### config.mk
export PLATFORM = sky130hd
export DESIGN_NAME = reg_bank_arbiter_flat
export DESIGN_NICKNAME = d
export VERILOG_FILES = /design/src/rtl/reg_bank_arbiter_if.sv /design/src/rtl/reg_bank_arbiter.sv /design/src/flat_wrapper.sv
export SDC_FILE = /design/constraint.sdc
export NUM_CORES = 1
export LEC_CHECK = 0
export BUFFER_PORTS_ARGS = -buffer_cell sky130_fd_sc_hd__buf_2
export CORE_ASPECT_RATIO = 1.25
export CORE_MARGIN = 3
export CORE_UTILIZATION = 39
export CTS_BUF_LIST = sky130_fd_sc_hd__clkbuf_16
export CTS_CLUSTER_DIAMETER = 30
export DETAILED_ROUTE_END_ITERATION = 6
export GPL_TIMING_DRIVEN = 1
export SLEW_MARGIN = 20
export SYNTH_ARGS = -nofsm -noshare
export SYNTH_HDL_FRONTEND = slang
export SYNTH_SLANG_ARGS = --single-unit
### constraint.sdc
create_clock -name iclk -period 4.3 [get_ports iclk]
set_input_delay 0.86 -clock iclk [delete_from_list [all_inputs] [get_ports iclk]]
set_output_delay 0.86 -clock iclk [all_outputs]
set_load 0.02 [all_outputs]
### src/rtl/reg_bank_arbiter_if.sv
// Register-bank access bundle: SPI write channel, two status writers, readout port and flags.
// The master side drives requests; the bank (slave) answers with ack/gnt, read data and status.
interface reg_bank_arbiter_if #(
    parameter int NREG = 16,
    parameter int DW   = 8
);
    logic                 spi_wr_valid;
    logic [7:0]           spi_wr_addr;
    logic [DW-1:0]        spi_wr_data;
    logic                 spi_wr_ack;
    logic [1:0]           st_req;
    logic [15:0]          st_addr;
    logic [2*DW-1:0]      st_data;
    logic [1:0]           st_gnt;
    logic [7:0]           rd_addr;
    logic [DW-1:0]        rd_data;
    logic [NREG*DW-1:0]   regs_flat;
    logic                 err_addr;
    logic                 err_ovf;
    logic                 busy;

    modport master (
        output spi_wr_valid, spi_wr_addr, spi_wr_data,
        output st_req, st_addr, st_data, rd_addr,
        input  spi_wr_ack, st_gnt, rd_data, regs_flat, err_addr, err_ovf, busy
    );

    modport slave (
        input  spi_wr_valid, spi_wr_addr, spi_wr_data,
        input  st_req, st_addr, st_data, rd_addr,
        output spi_wr_ack, st_gnt, rd_data, regs_flat, err_addr, err_ovf, busy
    );
endinterface

### src/rtl/reg_bank_arbiter.sv
// Register bank shared by one SPI writer (strict priority, one-entry buffer) and two round-robin status writers.
// SPI write: ack 2 cycles after the pulse, visible 3 cycles after; overflowing SPI pulses are dropped and flagged, status writers wait on level req.
module reg_bank_arbiter #(
    parameter int NREG = 16,
    parameter int DW   = 8
) (
    input  logic             iclk,
    input  logic             rst,
    reg_bank_arbiter_if.slave bus
);
    localparam logic [8:0] NREG_LIM = 9'(NREG);

    typedef struct packed {
        logic [7:0]    addr;
        logic [DW-1:0] data;
    } wr_cmd_t;

    typedef enum logic {
        IDLE  = 1'b0,
        WRITE = 1'b1
    } state_t;

    typedef enum logic [1:0] {
        SRC_SPI = 2'd0,
        SRC_ST0 = 2'd1,
        SRC_ST1 = 2'd2
    } src_t;

    state_t        state, state_nxt;
    src_t          src, src_nxt;
    wr_cmd_t       pend_cmd, wr_cmd;
    logic          spi_pend;
    logic          rr_ptr;
    logic          commit;
    logic          spi_ack;
    logic [1:0]    st_gnt;
    logic          wr_legal;
    logic          err_addr_q, err_ovf_q;
    logic [DW-1:0] rd_data_q, rd_next;
    logic [DW-1:0] bank [NREG];

    always_comb begin
        state_nxt = state;
        src_nxt   = src;
        commit    = 1'b0;
        spi_ack   = 1'b0;
        st_gnt    = 2'b00;
        wr_cmd    = pend_cmd;
        case (state)
            IDLE: begin
                if (spi_pend) begin
                    state_nxt = WRITE;
                    src_nxt   = SRC_SPI;
                // A fresh SPI pulse holds off status writers so SPI keeps strict priority.
                end else if (!bus.spi_wr_valid && (|bus.st_req)) begin
                    state_nxt = WRITE;
                    if (bus.st_req == 2'b11) begin
                        src_nxt = rr_ptr ? SRC_ST1 : SRC_ST0;
                    end else begin
                        src_nxt = bus.st_req[1] ? SRC_ST1 : SRC_ST0;
                    end
                end
            end
            WRITE: begin
                state_nxt = IDLE;
                case (src)
                    SRC_SPI: begin
                        commit  = 1'b1;
                        spi_ack = 1'b1;
                    end
                    SRC_ST0: begin
                        if (bus.st_req[0]) begin
                            commit      = 1'b1;
                            st_gnt      = 2'b01;
                            wr_cmd.addr = bus.st_addr[7:0];
                            wr_cmd.data = bus.st_data[DW-1:0];
                        end
                    end
                    SRC_ST1: begin
                        if (bus.st_req[1]) begin
                            commit      = 1'b1;
                            st_gnt      = 2'b10;
                            wr_cmd.addr = bus.st_addr[15:8];
                            wr_cmd.data = bus.st_data[2*DW-1:DW];
                        end
                    end
                    default: ;
                endcase
            end
            default: state_nxt = IDLE;
        endcase
    end

    assign wr_legal = (wr_cmd.addr != 8'd0) && ({1'b0, wr_cmd.addr} < NREG_LIM);

    always_comb begin
        rd_next = '0;
        for (int i = 0; i < NREG; i++) begin
            if (bus.rd_addr == 8'(i)) begin
                rd_next = bank[i];
            end
        end
    end

    always_ff @(posedge iclk) begin
        if (rst) begin
            state      <= IDLE;
            src        <= SRC_SPI;
            spi_pend   <= 1'b0;
            pend_cmd   <= '0;
            rr_ptr     <= 1'b0;
            err_addr_q <= 1'b0;
            err_ovf_q  <= 1'b0;
            rd_data_q  <= '0;
            for (int i = 0; i < NREG; i++) begin
                bank[i] <= '0;
            end
        end else begin
            state     <= state_nxt;
            src       <= src_nxt;
            rd_data_q <= rd_next;

            // The buffer frees in its commit cycle, so a pulse landing then is kept.
            if (bus.spi_wr_valid) begin
                if (!spi_pend || spi_ack) begin
                    pend_cmd.addr <= bus.spi_wr_addr;
                    pend_cmd.data <= bus.spi_wr_data;
                    spi_pend      <= 1'b1;
                end else begin
                    err_ovf_q <= 1'b1;
                end
            end else if (spi_ack) begin
                spi_pend <= 1'b0;
            end

            if (|st_gnt) begin
                rr_ptr <= st_gnt[0];
            end

            if (commit && !wr_legal) begin
                err_addr_q <= 1'b1;
            end
            for (int i = 0; i < NREG; i++) begin
                if (commit && wr_legal && (wr_cmd.addr == 8'(i))) begin
                    bank[i] <= wr_cmd.data;
                end
            end
        end
    end

    for (genvar g = 0; g < NREG; g++) begin : g_flat
        assign bus.regs_flat[g*DW +: DW] = bank[g];
    end

    assign bus.spi_wr_ack = spi_ack;
    assign bus.st_gnt     = st_gnt;
    assign bus.rd_data    = rd_data_q;
    assign bus.err_addr   = err_addr_q;
    assign bus.err_ovf    = err_ovf_q;
    assign bus.busy       = (state == WRITE) || spi_pend;
endmodule

### src/flat_wrapper.sv
// flat-port wrapper written by rule: the top's interface ports become plain ports
module reg_bank_arbiter_flat 
#(
    parameter int NREG = 16,
    parameter int DW   = 8
)
  (iclk, rst, bus_spi_wr_valid, bus_spi_wr_addr, bus_spi_wr_data, bus_st_req, bus_st_addr, bus_st_data, bus_rd_addr, bus_spi_wr_ack, bus_st_gnt, bus_rd_data, bus_regs_flat, bus_err_addr, bus_err_ovf, bus_busy);
  reg_bank_arbiter_if #(.NREG(NREG), .DW(DW)) bus_i ();
  input  logic iclk;
  input  logic rst;
  input wire logic [$bits(bus_i.spi_wr_valid)-1:0] bus_spi_wr_valid;
  input wire logic [$bits(bus_i.spi_wr_addr)-1:0] bus_spi_wr_addr;
  input wire logic [$bits(bus_i.spi_wr_data)-1:0] bus_spi_wr_data;
  input wire logic [$bits(bus_i.st_req)-1:0] bus_st_req;
  input wire logic [$bits(bus_i.st_addr)-1:0] bus_st_addr;
  input wire logic [$bits(bus_i.st_data)-1:0] bus_st_data;
  input wire logic [$bits(bus_i.rd_addr)-1:0] bus_rd_addr;
  output wire logic [$bits(bus_i.spi_wr_ack)-1:0] bus_spi_wr_ack;
  output wire logic [$bits(bus_i.st_gnt)-1:0] bus_st_gnt;
  output wire logic [$bits(bus_i.rd_data)-1:0] bus_rd_data;
  output wire logic [$bits(bus_i.regs_flat)-1:0] bus_regs_flat;
  output wire logic [$bits(bus_i.err_addr)-1:0] bus_err_addr;
  output wire logic [$bits(bus_i.err_ovf)-1:0] bus_err_ovf;
  output wire logic [$bits(bus_i.busy)-1:0] bus_busy;
  assign bus_i.spi_wr_valid = bus_spi_wr_valid;
  assign bus_i.spi_wr_addr = bus_spi_wr_addr;
  assign bus_i.spi_wr_data = bus_spi_wr_data;
  assign bus_i.st_req = bus_st_req;
  assign bus_i.st_addr = bus_st_addr;
  assign bus_i.st_data = bus_st_data;
  assign bus_i.rd_addr = bus_rd_addr;
  assign bus_spi_wr_ack = bus_i.spi_wr_ack;
  assign bus_st_gnt = bus_i.st_gnt;
  assign bus_rd_data = bus_i.rd_data;
  assign bus_regs_flat = bus_i.regs_flat;
  assign bus_err_addr = bus_i.err_addr;
  assign bus_err_ovf = bus_i.err_ovf;
  assign bus_busy = bus_i.busy;
  reg_bank_arbiter #(.NREG(NREG), .DW(DW)) u_core (.iclk(iclk), .rst(rst), .bus(bus_i));
endmodule
==> impl_metrics.yaml, run 1 <==
outcome:
  outcome: "completed"
logic_synthesis:
  yosys.area.top_type: "edfxtp_1"
  synthFlopType: "edfxtp_1"
  synth_cells: 557
  postSynthAreaPerCell_sq_um: 12.7
  syn-cell-area_sq_um: 7060
  synth_edf_count: 128
  ys_async_sr_fraction: 0
  yosysWarnings: 0
  yosysUniqueCellTypes: 51
  yosys-top-cells-area: "edfxtp_1 (54%), dfxtp_1 (8.8%), mux4_2 (7.3%), nor2_1 (4.7%), nand2_1 (2.9%)"
  synth-seq-cells: 159
  ys_seq_area_frac: 0.632
  synth_top_area_frac: 0.544
layout:
  final_cell_mix: "buf_2 (202), edfxtp_1 (128), nor2_1 (89)"
  layout-drive-gt1-share: 0.376
  multi_input_area_sq_um: 2410
  fillers: 1541
  syn2layout_area_growth_pct: 25.3
  antenna_cells: 0
  regArea_sq_um: 4460
  nets: 818
  final_common_cell: "buf_2"
  postLayoutCellArea_sq_um: 8850
  fin_util: 0.502
global_route:
  grt_pass1_wl_microns: 31800
  grt_max_degree: 39
  overflow: 0
  antenna_found_initial: 0
  grt_usage: 0.214
  grt_pass1_vias: 5389
die:
  rows: 54
  core_sq_um: 17600
  pin_count: 203
  die_h_microns: 156
  start_util: 0.400
  die_w_microns: 126
  die-area_sq_um: 19800
place:
  place_congestion: 0.895
  dpl-instance-area_sq_um: 8260
  place_hpwl_microns: 16400
  io_buffers: 202
timing:
  finalCriticalPeriod_ns: 3.45
  slew_violations: 0
  slew_headroom: 0.367
  fin_crit_sh: 0.802
  setup_tns_ns: 0
  hold_violations: 0
  rsz0062_at_grt: "false"
  fmax_ghz: 0.290
  setup_viol: 0
  finClkSkew_ns: 0.00727
  tightestPinTransition_ns: 0.948
  whs_ns: 0.451
clocking:
  cts_resized: 0
  clock-sinks: 159
  root_buffer: "clkbuf_16"
  cts_tree: "built"
  cts_made_buffers: 17
  post_cts_buffers: 0
  hold_buffers: 0
  clk_pin_slew_ns: 0.06
  worstSkewPairLatency_ns: 0.43
  cts_max_level: 4
  clock_tree.buffer_depth: 2
run:
  drv_cap: 0
critical_path:
  cp_data_required_time_ns: 4.36
  crit_fanout: 17
  path_cells: "inv_1, ha_1, and4_1, a22oi_1, a211oi_2, nand2_1, o21bai_1"
  crit_family: "compound AO/OA/AOI/OAI gates"
  arrival_ns: 3.51
  cp_slowest_cell: "o21bai_1"
  startpoint: "u_core.src[0]$_SDFFE_PP0P_"
  worstReg2RegStart: "u_core.src[0]$_SDFFE_PP0P_"
  critPathKind: "register to register"
  start_kind: "register"
  reg2reg_slack_ns: 0.85
  path_buf_inv: 1
  cp-end-kind: "register"
  slowest_delay_ns: 0.64
routing:
  viasPerCell: 5.45
  first_pass_iters: 6
  drtIter0Drc: 540
  routed_wl_microns: 21200
  drc: 0
  wl_per_cell_microns: 21.4
  antenna_left: 0
  vias: 5393
power_and_ir_drop:
  power.density_nw_per_um2: 416
  swShare: 0.255
  clockPowerShare: 0.401
  intPower_uw: 2740
  switchingPower_uw: 940
  peakVddDrop_mv: 0.256
  comb_power_share: 0.114
  seqPwrFrac: 0.485
  p_leak_uw: 0.00364
hold_path:
  hp-start: "u_core.pend_cmd[12]$_SDFFE_PP0P_"
  hold_path.class: "register to register"
-- logic make-up (layout without fill, tap and decap cells) --
| kind of cell | Yosys count | count (layout) | synth area share |
|---|---|---|---|
| flip-flops | 159 | 159 | 0.632 |
| multiplexers | 31 | 31 | 0.0851 |
| AND/OR/NAND/NOR | 208 | 208 | 0.143 |
| other | 1 | 8 | 0.000531 |
| adder cells (fa/ha/maj) | 4 | 4 | 0.00709 |
| AO/OA/AOI/OAI | 101 | 101 | 0.101 |
| buffers and inverters | 53 | 255 | 0.0307 |
-- metrics by stage --
stage	instances	total power, uW	setup slack (ns)
after global routing	990	3800	0.579
final	990	3680	0.849
after floorplan	564	2070	1.22
after global placement	958	2230	0.772
after detailed placement	958	2240	0.679
after CTS	990	3700	0.860
-- synth_stat cells, types with 8 or more instances --
library cell  instances
a21oi_1              31
nor2_1               89
mux4_2               23
buf_2                14
nand2_1              55
a222oi_1              8
inv_1                16
nand2b_1             11
edfxtp_1            128
dfxtp_1              31
clkbuf_1             23
a22o_1                9
or2_2                10
-- worst reg2reg max path: stages, from the launching register on --
cell	delay [ns]
dfxtp_1	0.40
inv_1	0.09
ha_1	0.31
and4_1	0.61
a22oi_1	0.26
a211oi_2	0.61
nand2_1	0.17
o21bai_1	0.64
-- final cells by class --
type	instances	area share
repair buffers	207	0.119
well taps	224	0.0317
clock inverters	15	0.0178
multi-input cells	352	0.272
clock buffers	17	0.0481
flip-flops and latches	159	0.505
inverters	16	0.00679
-- registers in the layout (all words and copies together) (netlist names) --
name,cells
u_core.bank,128
u_core.pend_cmd,16
u_core.bus.rd_data,8
u_core.src,2
u_core.bus.err_addr,1
u_core.bus.err_ovf,1
u_core.rr_ptr,1
u_core.spi_pend,1
u_core.state,1
-- power by group through the flow --
stage	clock, uW	sequential, uW	combinational, uW
finish	1480	1790	420
global placement	0	1820	417
CTS	1500	1790	422
global route	1560	1790	451
floorplan	0	1870	194
detailed placement	0	1820	421
-- routing by layer --
metal	up-vias	track usage	wire, microns	share of wire
met4	0	0.0802	557	0.026
met1	2586	0.252	7930	0.37
met5	-	0	0	0
met2	297	0.378	10900	0.51
met3	47	0.0536	1820	0.086
li1	2463	-	-	-
-- worst paths after layout --
check,cells after the start,to
max reg2reg,7,u_core.bank[1][50]$_DFFE_PP_
min,2,u_core.pend_cmd[12]$_SDFFE_PP0P_
min reg2reg,2,u_core.pend_cmd[12]$_SDFFE_PP0P_
max,7,u_core.bank[1][50]$_DFFE_PP_
Power figures use the tool's default switching activity.
==> inputs of run 2 (changes only) <==
==> constraint.sdc (replaced) <==
create_clock -name iclk -period 3.2 [get_ports iclk]
set_input_delay 0.64 -clock iclk [delete_from_list [all_inputs] [get_ports iclk]]
set_output_delay 0.64 -clock iclk [all_outputs]
set_load 0.02 [all_outputs]
==> impl_metrics.yaml, run 2 (synthesis results as in run 1) <==
global_route:
  antenna_found_initial: 0
  grt_pass1_vias: 5507
  overflow: 0
  grt_usage: 0.215
  grt_pass1_wl_microns: 31900
  grt_max_degree: 31
die:
  die_w_microns: 126
  rows: 54
  die-area_sq_um: 19800
  start_util: 0.400
  pin_count: 203
  core_sq_um: 17600
  die_h_microns: 156
layout:
  nets: 835
  largest_register_ffs: 128
  final_cell_mix: "buf_2 (202), edfxtp_1 (128), nor2_1 (89)"
  fillers: 1594
  fin_util: 0.508
  final_cell_count_no_fill: 1007
  syn2layout_area_growth_pct: 27.0
  regMostFlops: "u_core.bank"
  layout-drive-gt1-share: 0.388
  final_common_cell: "buf_2"
  antenna_cells: 0
power_and_ir_drop:
  intPower_uw: 3640
  p_leak_uw: 0.00372
  clockPowerShare: 0.400
  seqPwrFrac: 0.484
  peakVddDrop_mv: 0.311
  power.density_nw_per_um2: 552
  swShare: 0.264
  total_power_uw: 4950
  comb_power_share: 0.116
  switchingPower_uw: 1310
hold_path:
  hold_path.class: "input pin to register"
timing:
  tightestPinTransition_ns: 0.955
  finalCriticalPeriod_ns: 2.89
  setup_tns_ns: 0
  setup_viol: 0
  slew_headroom: 0.363
  slew_violations: 0
  fmax_ghz: 0.347
  fin_crit_sh: 0.902
  hold_violations: 0
  finClkSkew_ns: 0.0102
  rsz0062_at_grt: "false"
clocking:
  cts_made_buffers: 17
  post_cts_buffers: 0
  cts_tree: "built"
  cts_max_level: 4
  worstSkewPairLatency_ns: 0.43
  clock-sinks: 159
  root_buffer: "clkbuf_16"
  clock_tree.buffer_depth: 2
  cts_resized: 0
  hold_buffers: 0
  clk_pin_slew_ns: 0.07
critical_path:
  crit_path_end: "u_core.bank[0][16]$_SDFFCE_PN0P_"
  critPathKind: "register to register"
  crit_fanout: 15
  cp-end-kind: "register"
  cp_data_required_time_ns: 3.29
  startpoint: "u_core.src[0]$_SDFFE_PP0P_"
  arrival_ns: 2.98
  start_kind: "register"
  worstReg2RegStart: "u_core.src[0]$_SDFFE_PP0P_"
  reg2reg_slack_ns: 0.31
  reg2reg_depth: 7
  r2r_end: "u_core.bank[0][16]$_SDFFCE_PN0P_"
run:
  drv_cap: 0
routing:
  first_pass_iters: 5
  wl_per_cell_microns: 20.9
  drc: 0
  antenna_left: 0
  drtIter0Drc: 524
  vias: 5409
  routed_wl_microns: 21000
  viasPerCell: 5.37
place:
  dpl.cell_count: 975
  place_congestion: 0.879
  place_hpwl_microns: 16200
  io_buffers: 202
outcome:
  outcome: "completed"
-- run 2: cell types whose count changed in the layout (fill, tap and decap cells not counted), sizes merged --
| cell | delta |
|---|---|
| clkinv | +1 |
| inv | +4 |
| buf | +17 |
| bufinv | -1 |
| clkinvlp | -4 |
-- run 2: area by class of cell --
class,instances,area [sq um],area share
well taps,224,280,0.0313
clock inverters,15,151,0.0169
flip-flops and latches,159,4460,0.498
multi-input cells,352,2410,0.269
clock buffers,17,425,0.0475
repair buffers,224,1180,0.131
inverters,16,60.1,0.00670
-- run 2: per-stage QoR --
stage | worst slack, ns | cell area, sq um | hold slack [ns]
floorplan | 0.337 | 7090 | 0.431
global placement | 0.336 | 8390 | 0.439
detailed placement | 0.230 | 8390 | 0.447
CTS | 0.208 | 8960 | 0.434
global route | 0.0349 | 8960 | 0.448
finish | 0.314 | 8960 | 0.448
-- run 2: worst max-delay path, stage by stage, from the launching register on --
cell and delay (ns):
dfxtp_1 0.39, inv_1 0.08, ha_1 0.33, and4_1 0.36, a22o_1 0.27, nor4b_2 0.49
nand3_2 0.27, nand2b_1 0.35
-- run 2: worst min-delay path by stage --
stage,startpoint,to,cells after the start
floorplan,u_core.pend_cmd[13]$_SDFFE_PP0P_,u_core.pend_cmd[13]$_SDFFE_PP0P_,2
global placement,u_core.pend_cmd[12]$_SDFFE_PP0P_,u_core.pend_cmd[12]$_SDFFE_PP0P_,2
detailed placement,u_core.pend_cmd[0]$_SDFFE_PP0P_,u_core.pend_cmd[0]$_SDFFE_PP0P_,2
CTS,bus_spi_wr_addr[6],u_core.pend_cmd[14]$_SDFFE_PP0P_,3
global route,bus_spi_wr_data[0],u_core.pend_cmd[0]$_SDFFE_PP0P_,3
finish,bus_spi_wr_addr[5],u_core.pend_cmd[13]$_SDFFE_PP0P_,3
-- run 2: routing by layer --
layer | GRT usage | share of wire | wire length, microns | up-vias
li1 | - | - | - | 2494
met1 | 0.252 | 0.38 | 7980 | 2596
met2 | 0.374 | 0.51 | 10700 | 278
met3 | 0.0492 | 0.076 | 1600 | 41
met4 | 0.0971 | 0.035 | 743 | 0
met5 | 0 | 0 | 0 | -
-- run 2: power by group through the flow --
stage	logic [uW]	clock network, uW	registers [uW]
floorplan	260	0	2520
global placement	571	0	2440
detailed placement	579	0	2440
CTS	580	2000	2400
global route	619	2090	2400
finish	574	1980	2400
==> inputs of run 3 (changes only) <==
--- a/config.mk
+++ b/config.mk
@@ -13,6 +13,7 @@
 export CTS_CLUSTER_DIAMETER = 30
 export DETAILED_ROUTE_END_ITERATION = 6
 export GPL_TIMING_DRIVEN = 1
+export SETUP_SLACK_MARGIN = 0.4
 export SLEW_MARGIN = 20
 export SYNTH_ARGS = -nofsm -noshare
 export SYNTH_HDL_FRONTEND = slang
==> impl_metrics.yaml, run 3 (synthesis results as in run 1) <==
place:
  io_buffers: 202
  place_congestion: 0.879
  pre_cts_ws_ns: 0.230
  place_hpwl_microns: 16200
layout:
  syn2layout_area_growth_pct: 28.2
  layout-drive-gt1-share: 0.406
  largest_register_ffs: 128
  nets: 835
  regMostFlops: "u_core.bank"
  final_common_cell: "buf_2"
  final_cell_mix: "buf_2 (202), edfxtp_1 (128), nor2_1 (89)"
  antenna_cells: 0
clocking:
  root_buffer: "clkbuf_16"
  worstSkewPairLatency_ns: 0.43
  clock-sinks: 159
  clk_pin_slew_ns: 0.07
  clock_tree.buffer_depth: 2
  cts_max_level: 4
  cts_made_buffers: 17
  cts_tree: "built"
global_route:
  grt_max_degree: 31
  grt_pass1_wl_microns: 31900
  grt_usage: 0.215
  overflow: 0
  grt_pass1_vias: 5514
  antenna_found_initial: 0
routing:
  drc: 0
  drtIter0Drc: 478
  antenna_left: 0
  vias: 5411
  wl_per_cell_microns: 21.0
  routed_wl_microns: 21100
  first_pass_iters: 6
  viasPerCell: 5.37
power_and_ir_drop:
  power.density_nw_per_um2: 548
  clockPowerShare: 0.399
  intPower_uw: 3650
  swShare: 0.265
  switchingPower_uw: 1310
  total_power_uw: 4960
  peakVddDrop_mv: 0.308
  seqPwrFrac: 0.483
  p_leak_uw: 0.00375
  comb_power_share: 0.118
timing:
  slew_violations: 0
  setup_tns_ns: 0
  fin_crit_sh: 0.830
  slew_headroom: 0.366
  finalCriticalPeriod_ns: 2.66
  fin_ws_ns: 0.545
  rsz0062_at_grt: "true"
  fmax_ghz: 0.377
  tightestPinTransition_ns: 0.951
  setup_viol: 0
  hold_violations: 0
  finClkSkew_ns: 0.00805
critical_path:
  critPathKind: "register to register"
  cp_data_required_time_ns: 3.35
  crit_fanout: 10
  cp-end-kind: "register"
  arrival_ns: 2.81
  start_kind: "register"
die:
  die-area_sq_um: 19800
  die_h_microns: 156
  core_sq_um: 17600
  start_util: 0.400
  pin_count: 203
  die_w_microns: 126
  rows: 54
outcome:
  outcome: "completed"
hold_path:
  hold_path.class: "input pin to register"
run:
  drv_cap: 0
run 3: path summary, 6_finish.rpt:
kind / cells after the start / slack [ns] / startpoint / end
setup / recovery: 7 / 0.54 / u_core.src[1]$_SDFFE_PP0P_ / u_core.bank[1][48]$_DFFE_PP_
hold / removal: 3 / 0.45 / bus_spi_wr_addr[5] / u_core.pend_cmd[13]$_SDFFE_PP0P_
setup reg to reg: 7 / 0.54 / u_core.src[1]$_SDFFE_PP0P_ / u_core.bank[1][48]$_DFFE_PP_
hold reg to reg: 2 / 0.46 / u_core.pend_cmd[14]$_SDFFE_PP0P_ / u_core.pend_cmd[14]$_SDFFE_PP0P_
run 3: area by class of cell:
cell class	count	area (sq um)
fill	1584	8580
inverter	16	60.1
sequential	159	4460
multi-input combinational	352	2490
timing repair buffer	224	1180
clock inverter	15	151
tap	224	280
clock buffer	17	425
run 3: metal layers:
layer  share of wire  global-route usage  vias to the layer above
li1                -                   -                     2496
met1            0.38               0.252                     2593
met2            0.51               0.374                      280
met3           0.073              0.0502                       42
met4           0.036              0.0981                        0
met5               0                   0                        -
run 3: power groups by stage:
stage | combinational (uW) | sequential, uW | clock [uW]
CTS | 581 | 2400 | 2000
finish | 585 | 2400 | 1980
global route | 631 | 2400 | 2090
detailed placement | 579 | 2440 | 0
floorplan | 260 | 2520 | 0
global placement | 571 | 2440 | 0
run 3: what timing repair did:
item | CTS | global route
gates resized for setup | 5 | 22
hold endpoints to repair | 0 | 0
pin swaps | 0 | 2
setup endpoints to repair | 104 | 202
hold buffers | 0 | 0
setup buffers | 0 | 0
run 3: through the flow:
step           area (sq um)  utilization  hold slack (ns)  cells
6_report               9050        0.513            0.450   1007
3_3_place_gp           8390        0.476            0.439    975
4_1_cts                8970        0.509            0.434   1007
2_1_floorplan          7090            -            0.431    564
3_5_place_dp           8390        0.476            0.447    975
5_1_grt                9050        0.513            0.448   1007
run 3: worst max-delay path, stage by stage, from the launching register on:
cell      delay (ns)
dfxtp_1         0.40
inv_1           0.08
ha_1            0.32
nand2_1         0.18
or3_4           0.51
a222oi_1        0.43
or2_4           0.31
inv_1           0.14
